<file path="src/rtl/execute_muldiv_unit.sv">
// Iterative RV32M multiply/divide unit for the Execute stage (shift-add multiply, restoring divide).
// Define MULDIV_FAST_MUL_EN to replace the iterative multiplier with a single-cycle product.
`timescale 1ns/1ps
module execute_muldiv_unit #(
    parameter int unsigned DATA_WIDTH = 32
) (
    input  logic                  clk,
    input  logic                  rst_n,
    input  logic                  E_Start,
    input  logic [2:0]            E_Funct3,
    input  logic [DATA_WIDTH-1:0] E_SrcA,
    input  logic [DATA_WIDTH-1:0] E_SrcB,
    input  logic                  E_Flush,
    output logic                  E_Busy,
    output logic                  E_Done,
    output logic [DATA_WIDTH-1:0] E_Result
);

    localparam int unsigned W  = DATA_WIDTH;
    localparam int unsigned CW = $clog2(DATA_WIDTH);
    localparam logic [W-1:0] MinVal = {1'b1, {(W-1){1'b0}}};

    typedef enum logic [1:0] {StIdle, StMul, StDiv, StDone} state_e;

    state_e          r_state;
    logic [CW-1:0]   r_cnt;
    logic [1:0]      r_funct3;
    logic            r_neg;
    logic [W-1:0]    r_opb;
    logic [2*W-1:0]  r_acc;
    logic            r_done;
    logic [W-1:0]    r_result;

    logic            w_is_div;
    logic            w_a_signed;
    logic            w_b_signed;
    logic            w_sa;
    logic            w_sb;
    logic            w_neg_start;
    logic            w_div_zero;
    logic            w_div_ovf;
    logic [W-1:0]    w_mag_a;
    logic [W-1:0]    w_mag_b;
    logic [W-1:0]    w_fast_div;

    always_comb begin
        w_is_div    = E_Funct3[2];
        w_a_signed  = w_is_div ? !E_Funct3[0]
                               : (E_Funct3[1:0] == 2'b01 || E_Funct3[1:0] == 2'b10);
        w_b_signed  = w_is_div ? !E_Funct3[0] : (E_Funct3[1:0] == 2'b01);
        w_sa        = w_a_signed && E_SrcA[W-1];
        w_sb        = w_b_signed && E_SrcB[W-1];
        w_mag_a     = w_sa ? -E_SrcA : E_SrcA;
        w_mag_b     = w_sb ? -E_SrcB : E_SrcB;
        // Remainder sign follows the dividend; everything else takes the XOR of operand signs.
        w_neg_start = (w_is_div && E_Funct3[1]) ? w_sa : (w_sa ^ w_sb);
        w_div_zero  = (E_SrcB == '0);
        w_div_ovf   = !E_Funct3[0] && (E_SrcA == MinVal) && (E_SrcB == '1);
        if (w_div_zero) begin
            w_fast_div = E_Funct3[1] ? E_SrcA : '1;
        end else begin
            w_fast_div = E_Funct3[1] ? '0 : MinVal;
        end
    end

    logic [W:0]      w_mul_sum;
    logic [2*W-1:0]  w_mul_next;
    logic [2*W-1:0]  w_prod_fix;
    logic [W-1:0]    w_mul_res;
    logic [W:0]      w_div_shift;
    logic [W:0]      w_div_diff;
    logic [2*W-1:0]  w_div_next;
    logic [W-1:0]    w_div_val;
    logic [W-1:0]    w_div_res;
    logic            w_last;

    // r_acc: high half is the partial product / remainder, low half the multiplier / dividend.
    always_comb begin
        w_mul_sum   = {1'b0, r_acc[2*W-1:W]} + (r_acc[0] ? {1'b0, r_opb} : '0);
        w_mul_next  = {w_mul_sum, r_acc[W-1:1]};
        w_prod_fix  = r_neg ? -w_mul_next : w_mul_next;
        w_mul_res   = (r_funct3 == 2'b00) ? w_prod_fix[W-1:0] : w_prod_fix[2*W-1:W];
        w_div_shift = {r_acc[2*W-1:W], r_acc[W-1]};
        w_div_diff  = w_div_shift - {1'b0, r_opb};
        if (w_div_diff[W]) begin
            w_div_next = {w_div_shift[W-1:0], r_acc[W-2:0], 1'b0};
        end else begin
            w_div_next = {w_div_diff[W-1:0], r_acc[W-2:0], 1'b1};
        end
        w_div_val   = r_funct3[1] ? w_div_next[2*W-1:W] : w_div_next[W-1:0];
        w_div_res   = r_neg ? -w_div_val : w_div_val;
        w_last      = (r_cnt == CW'(W - 1));
    end

`ifdef MULDIV_FAST_MUL_EN
    logic [2*W-1:0]  w_fast_a;
    logic [2*W-1:0]  w_fast_b;
    logic [2*W-1:0]  w_fast_prod;
    logic [W-1:0]    w_fast_mul;

    always_comb begin
        w_fast_a    = {{W{w_sa}}, E_SrcA};
        w_fast_b    = {{W{w_sb}}, E_SrcB};
        w_fast_prod = w_fast_a * w_fast_b;
        w_fast_mul  = (E_Funct3[1:0] == 2'b00) ? w_fast_prod[W-1:0] : w_fast_prod[2*W-1:W];
    end
`endif

    always_ff @(posedge clk) begin
        if (!rst_n) begin
            r_state  <= StIdle;
            r_cnt    <= '0;
            r_funct3 <= '0;
            r_neg    <= 1'b0;
            r_opb    <= '0;
            r_acc    <= '0;
            r_done   <= 1'b0;
            r_result <= '0;
        end else begin
            r_done <= 1'b0;
            if (E_Flush) begin
                r_state <= StIdle;
            end else begin
                case (r_state)
                    StIdle: begin
                        if (E_Start) begin
                            r_funct3 <= E_Funct3[1:0];
                            r_neg    <= w_neg_start;
                            r_cnt    <= '0;
                            if (w_is_div) begin
                                r_acc <= {{W{1'b0}}, w_mag_a};
                                r_opb <= w_mag_b;
                                if (w_div_zero || w_div_ovf) begin
                                    r_result <= w_fast_div;
                                    r_done   <= 1'b1;
                                    r_state  <= StDone;
                                end else begin
                                    r_state  <= StDiv;
                                end
                            end else begin
                                r_acc <= {{W{1'b0}}, w_mag_b};
                                r_opb <= w_mag_a;
`ifdef MULDIV_FAST_MUL_EN
                                r_result <= w_fast_mul;
                                r_done   <= 1'b1;
                                r_state  <= StDone;
`else
                                r_state  <= StMul;
`endif
                            end
                        end
                    end
                    StMul: begin
                        r_acc <= w_mul_next;
                        r_cnt <= r_cnt + CW'(1);
                        if (w_last) begin
                            r_result <= w_mul_res;
                            r_done   <= 1'b1;
                            r_state  <= StDone;
                        end
                    end
                    StDiv: begin
                        r_acc <= w_div_next;
                        r_cnt <= r_cnt + CW'(1);
                        if (w_last) begin
                            r_result <= w_div_res;
                            r_done   <= 1'b1;
                            r_state  <= StDone;
                        end
                    end
                    StDone: begin
                        // The completing instruction is still presented, so E_Start is ignored here.
                        r_state <= StIdle;
                    end
                    default: r_state <= StIdle;
                endcase
            end
        end
    end

    assign E_Busy   = rst_n && ((E_Start && (r_state == StIdle) && !E_Flush)
                                || (r_state == StMul) || (r_state == StDiv));
    assign E_Done   = r_done;
    assign E_Result = r_result;

endmodule

</file>
<file path="config.mk">
export PLATFORM = sky130hd
export DESIGN_NAME = execute_muldiv_unit
export DESIGN_NICKNAME = d
export VERILOG_FILES = /design/src/rtl/execute_muldiv_unit.sv
export SDC_FILE = /design/constraint.sdc
export NUM_CORES = 1
export LEC_CHECK = 0
export ABC_AREA = 0
export BUFFER_PORTS_ARGS = -buffer_cell sky130_fd_sc_hd__buf_2
export CAP_MARGIN = 20
export CELL_PAD_IN_SITES_DETAIL_PLACEMENT = 1
export CELL_PAD_IN_SITES_GLOBAL_PLACEMENT = 2
export CORE_ASPECT_RATIO = 2
export CORE_MARGIN = 1.5
export CORE_UTILIZATION = 38
export CTS_CLUSTER_DIAMETER = 120
export DETAILED_ROUTE_END_ITERATION = 6
export PLACE_DENSITY = 0.85
export SETUP_SLACK_MARGIN = 0.1
export SYNTH_ARGS = -nofsm -noshare
export SYNTH_HDL_FRONTEND = slang
export SYNTH_SLANG_ARGS = --single-unit
</file>
<file path="constraint.sdc">
create_clock -name clk -period 12 [get_ports clk]
set_clock_uncertainty 0.15 [all_clocks]
set_input_delay 1.2 -clock clk [delete_from_list [all_inputs] [get_ports clk]]
set_output_delay 1.2 -clock clk [all_outputs]
set_load 0.1 [all_outputs]
</file>
==> impl_metrics.tcl <==
set metrics [dict create \
    holdCritStartpoint "E_Result[7]$_SDFFE_PN0P_" \
    avgSynthCellArea_sq_um 6.74 \
    synth_nets 2628 \
    critPathMaxFanout 36 \
    ant_nets 0 \
    numCtsBuffers 17 \
    setup_viol 0 \
    clk_path_buf_depth 2 \
    min_path_type "flop to flop" \
    hold_violations 0 \
    root_buffer "clkbuf_16" \
    ctsHtreeMaxLevel 4 \
    core-area_sq_um 43400 \
    synth_area_sq_um 16700 \
    p_per_area_nw_per_um2 97.8 \
    overflow 0 \
    synth-async-reset-ratio_pct 0 \
    rr_startpoint "r_acc[31]$_SDFFE_PN0P_" \
    max_slew.worst_pin.slew_ps 1210 \
    clk-insertion-delay-late_ps 470 \
    worst-path-buf-inv 2 \
    pin_count 105 \
    drv_slew 0 \
    maxCapViolations 0 \
    maxSlewHeadroom_pct 19.2 \
    slowest_stage "o32ai_1" \
    numClockSinks 139 \
    min_period_over_period_pct 52.5 \
    postCtsSetupBuffers 0 \
    cp.required_ps 12200 \
    fp-row-count 108 \
    viasPerCell 6.44 \
    synth_enable_flop_cells 0 \
    worst_ep_arrival_time_ps 6500 \
    grt_use_total_pct 35.5 \
    crit_type "flop to flop" \
    worstSetupStartpoint "r_acc[31]$_SDFFE_PN0P_" \
    start_kind "flop" \
    dr.first_iter.drc_count 1237 \
    die-area_sq_um 45400 \
    syn_inst 2480 \
    grt_pass1_wl_mm 121 \
    tritoncts "yes" \
    drc 0 \
    num_vias 19387 \
    place_congestion 0.951 \
    setup_tns_ps 0 \
    drive_gt1_share_pct 10.2 \
    fillCellCount 5613 \
    start_util_pct 38.6 \
    critical-path-top-delay-family "compound AO/OA/AOI/OAI gates" \
    rsz0062_at_grt "false" \
    worstPathCellList "inv_1, ha_1, fa_1, nand2b_1, a21oi_1, o21ai_0, o21ai_1, a41oi_1, xor2_4, buf_4, mux2i_1, o32ai_1, nand4_1, or3_1, a221o_1" \
    postCtsHoldBufs 0 \
    p_leak_nw 6.83 \
    die_w_microns 151 \
    status "completed" \
    grt_max_degree 73 \
    max_freq_mhz 159 \
    cpPeakStageDelay_ps 870 \
    grt_pass1_vias 20015 \
    synth.ff_latch_count 139 \
    min_period_ps 6300 \
    synth_warnings 0 \
    yosysSeqAreaShare_pct 16.6 \
    dr.pass1.iters 5 \
    preCtsSetupSlack_ps 5730 \
    final.setup.worst_slack_ps 5700 \
    final_common_cell "nor2_1" \
    area_growth_pct 9.08 \
    ctsResizeCount 0 \
    antenna_found_initial 1 \
    end_kind "flop" \
    fin_nets 2594 \
    dp_hpwl_mm 62.3 \
    synth_ff_type "dfxtp_1" \
    irDropWorstVdd_v 0.000110 \
    layout_common_cells "332 x nor2_1, 243 x nand2_1, 190 x a21oi_1" \
    port_buffers 104 \
    ys_types 85 \
    post_drt_wl_per_cell_microns 26.4 \
    chipHeight_microns 300 \
    routed_wl_mm 79.6 \
    clk_pin_slew_ps 70 \
]
## through the flow
stage                     cell area [sq um]  hold WS, ps  power, mW  std cells  utilization (%)
after floorplan                       16700          286      0.922       2480                -
after global placement                17500          285       1.12       2976             40.4
after detailed placement              17600          292       1.13       2977             40.5
after CTS                             18200          307       1.78       3009             42.1
after global routing                  18200          335       1.85       3010             42.1
final                                 18200          302       1.79       3010             42.1
## layout make-up
type | instances | area, sq um | area share [%]
inverter | 72 | 272 | 1.49
clock inverter | 11 | 214 | 1.17
sequential | 139 | 2790 | 15.3
antenna | 1 | 2.50 | 0.0137
multi-input combinational | 2072 | 13000 | 71.1
tap | 550 | 688 | 3.77
timing repair buffer | 144 | 841 | 4.61
clock buffer | 21 | 470 | 2.58
## kinds of logic after synthesis
| logic type | synth area share [%] |
|---|---|
| AND/OR/NAND/NOR | 27.8 |
| buffers and inverters | 6.15 |
| flip-flops | 16.6 |
| AO/OA/AOI/OAI | 31.4 |
| multiplexers | 3.90 |
| adder cells (fa/ha/maj) | 5.85 |
| XOR/XNOR | 8.22 |
## flip-flops by register name (all words and copies together) (netlist names)
signal / flops
r_neg: 1
r_funct3: 2
r_cnt: 5
r_opb: 32
E_Done: 1
r_acc: 64
r_state: 2
E_Result: 32
## final timing paths
check / to / cells after the start / slack, ps
hold reg to reg: E_Result[7]$_SDFFE_PN0P_ / 2 / 300
setup / recovery: E_Result[30]$_SDFFE_PN0P_ / 15 / 5700
setup reg to reg: E_Result[30]$_SDFFE_PN0P_ / 15 / 5700
hold / removal: E_Result[7]$_SDFFE_PN0P_ / 2 / 300
## worst reg2reg max path, delay by kind of cell, from the launching register on
kind / cells / cell delay (ps)
AND/OR/NAND/NOR: 3 / 1280
XOR/XNOR: 1 / 220
adder cells (fa/ha/maj): 2 / 630
flip-flops: 1 / 440
buffers and inverters: 2 / 520
AO/OA/AOI/OAI: 6 / 2730
multiplexers: 1 / 220
## report_power, final
part	total (mW)	switching (mW)	internal (mW)	leakage, nW
registers	0.523	0.0414	0.481	1.13
logic	0.616	0.417	0.199	5.37
clock network	0.646	0.240	0.406	0.329
total	1.79	0.699	1.09	6.83
## layer usage
layer	global-route usage [%]	share of wire (%)
met1	40.2	39
met4	21.1	6.8
met3	3.25	3.6
met5	0	0
met2	63.2	51
## synth_stat cells (14+ instances only)
cell type,number,area [sq um]
mux2i_1,36,360
xor2_1,61,534
a21o_1,30,225
clkbuf_1,174,653
xnor2_1,96,841
mux2_2,24,270
or4_1,28,210
and3_1,16,100
nand4_1,32,200
o21ai_0,177,886
a31oi_1,29,181
dfxtp_1,139,2780
o31ai_1,32,240
nand2_1,243,912
nand2b_1,19,119
and2_1,49,307
nor4_1,19,119
o211ai_1,42,315
or3_1,25,156
buf_1,18,67.6
nand3_1,48,240
ha_1,75,938
a211oi_1,71,533
nor3_1,94,470
nor2_1,334,1250
inv_1,69,259
a22oi_1,55,413
a21oi_1,190,951
a221oi_1,14,123
Note: power is estimated with default switching activity, not from simulation.
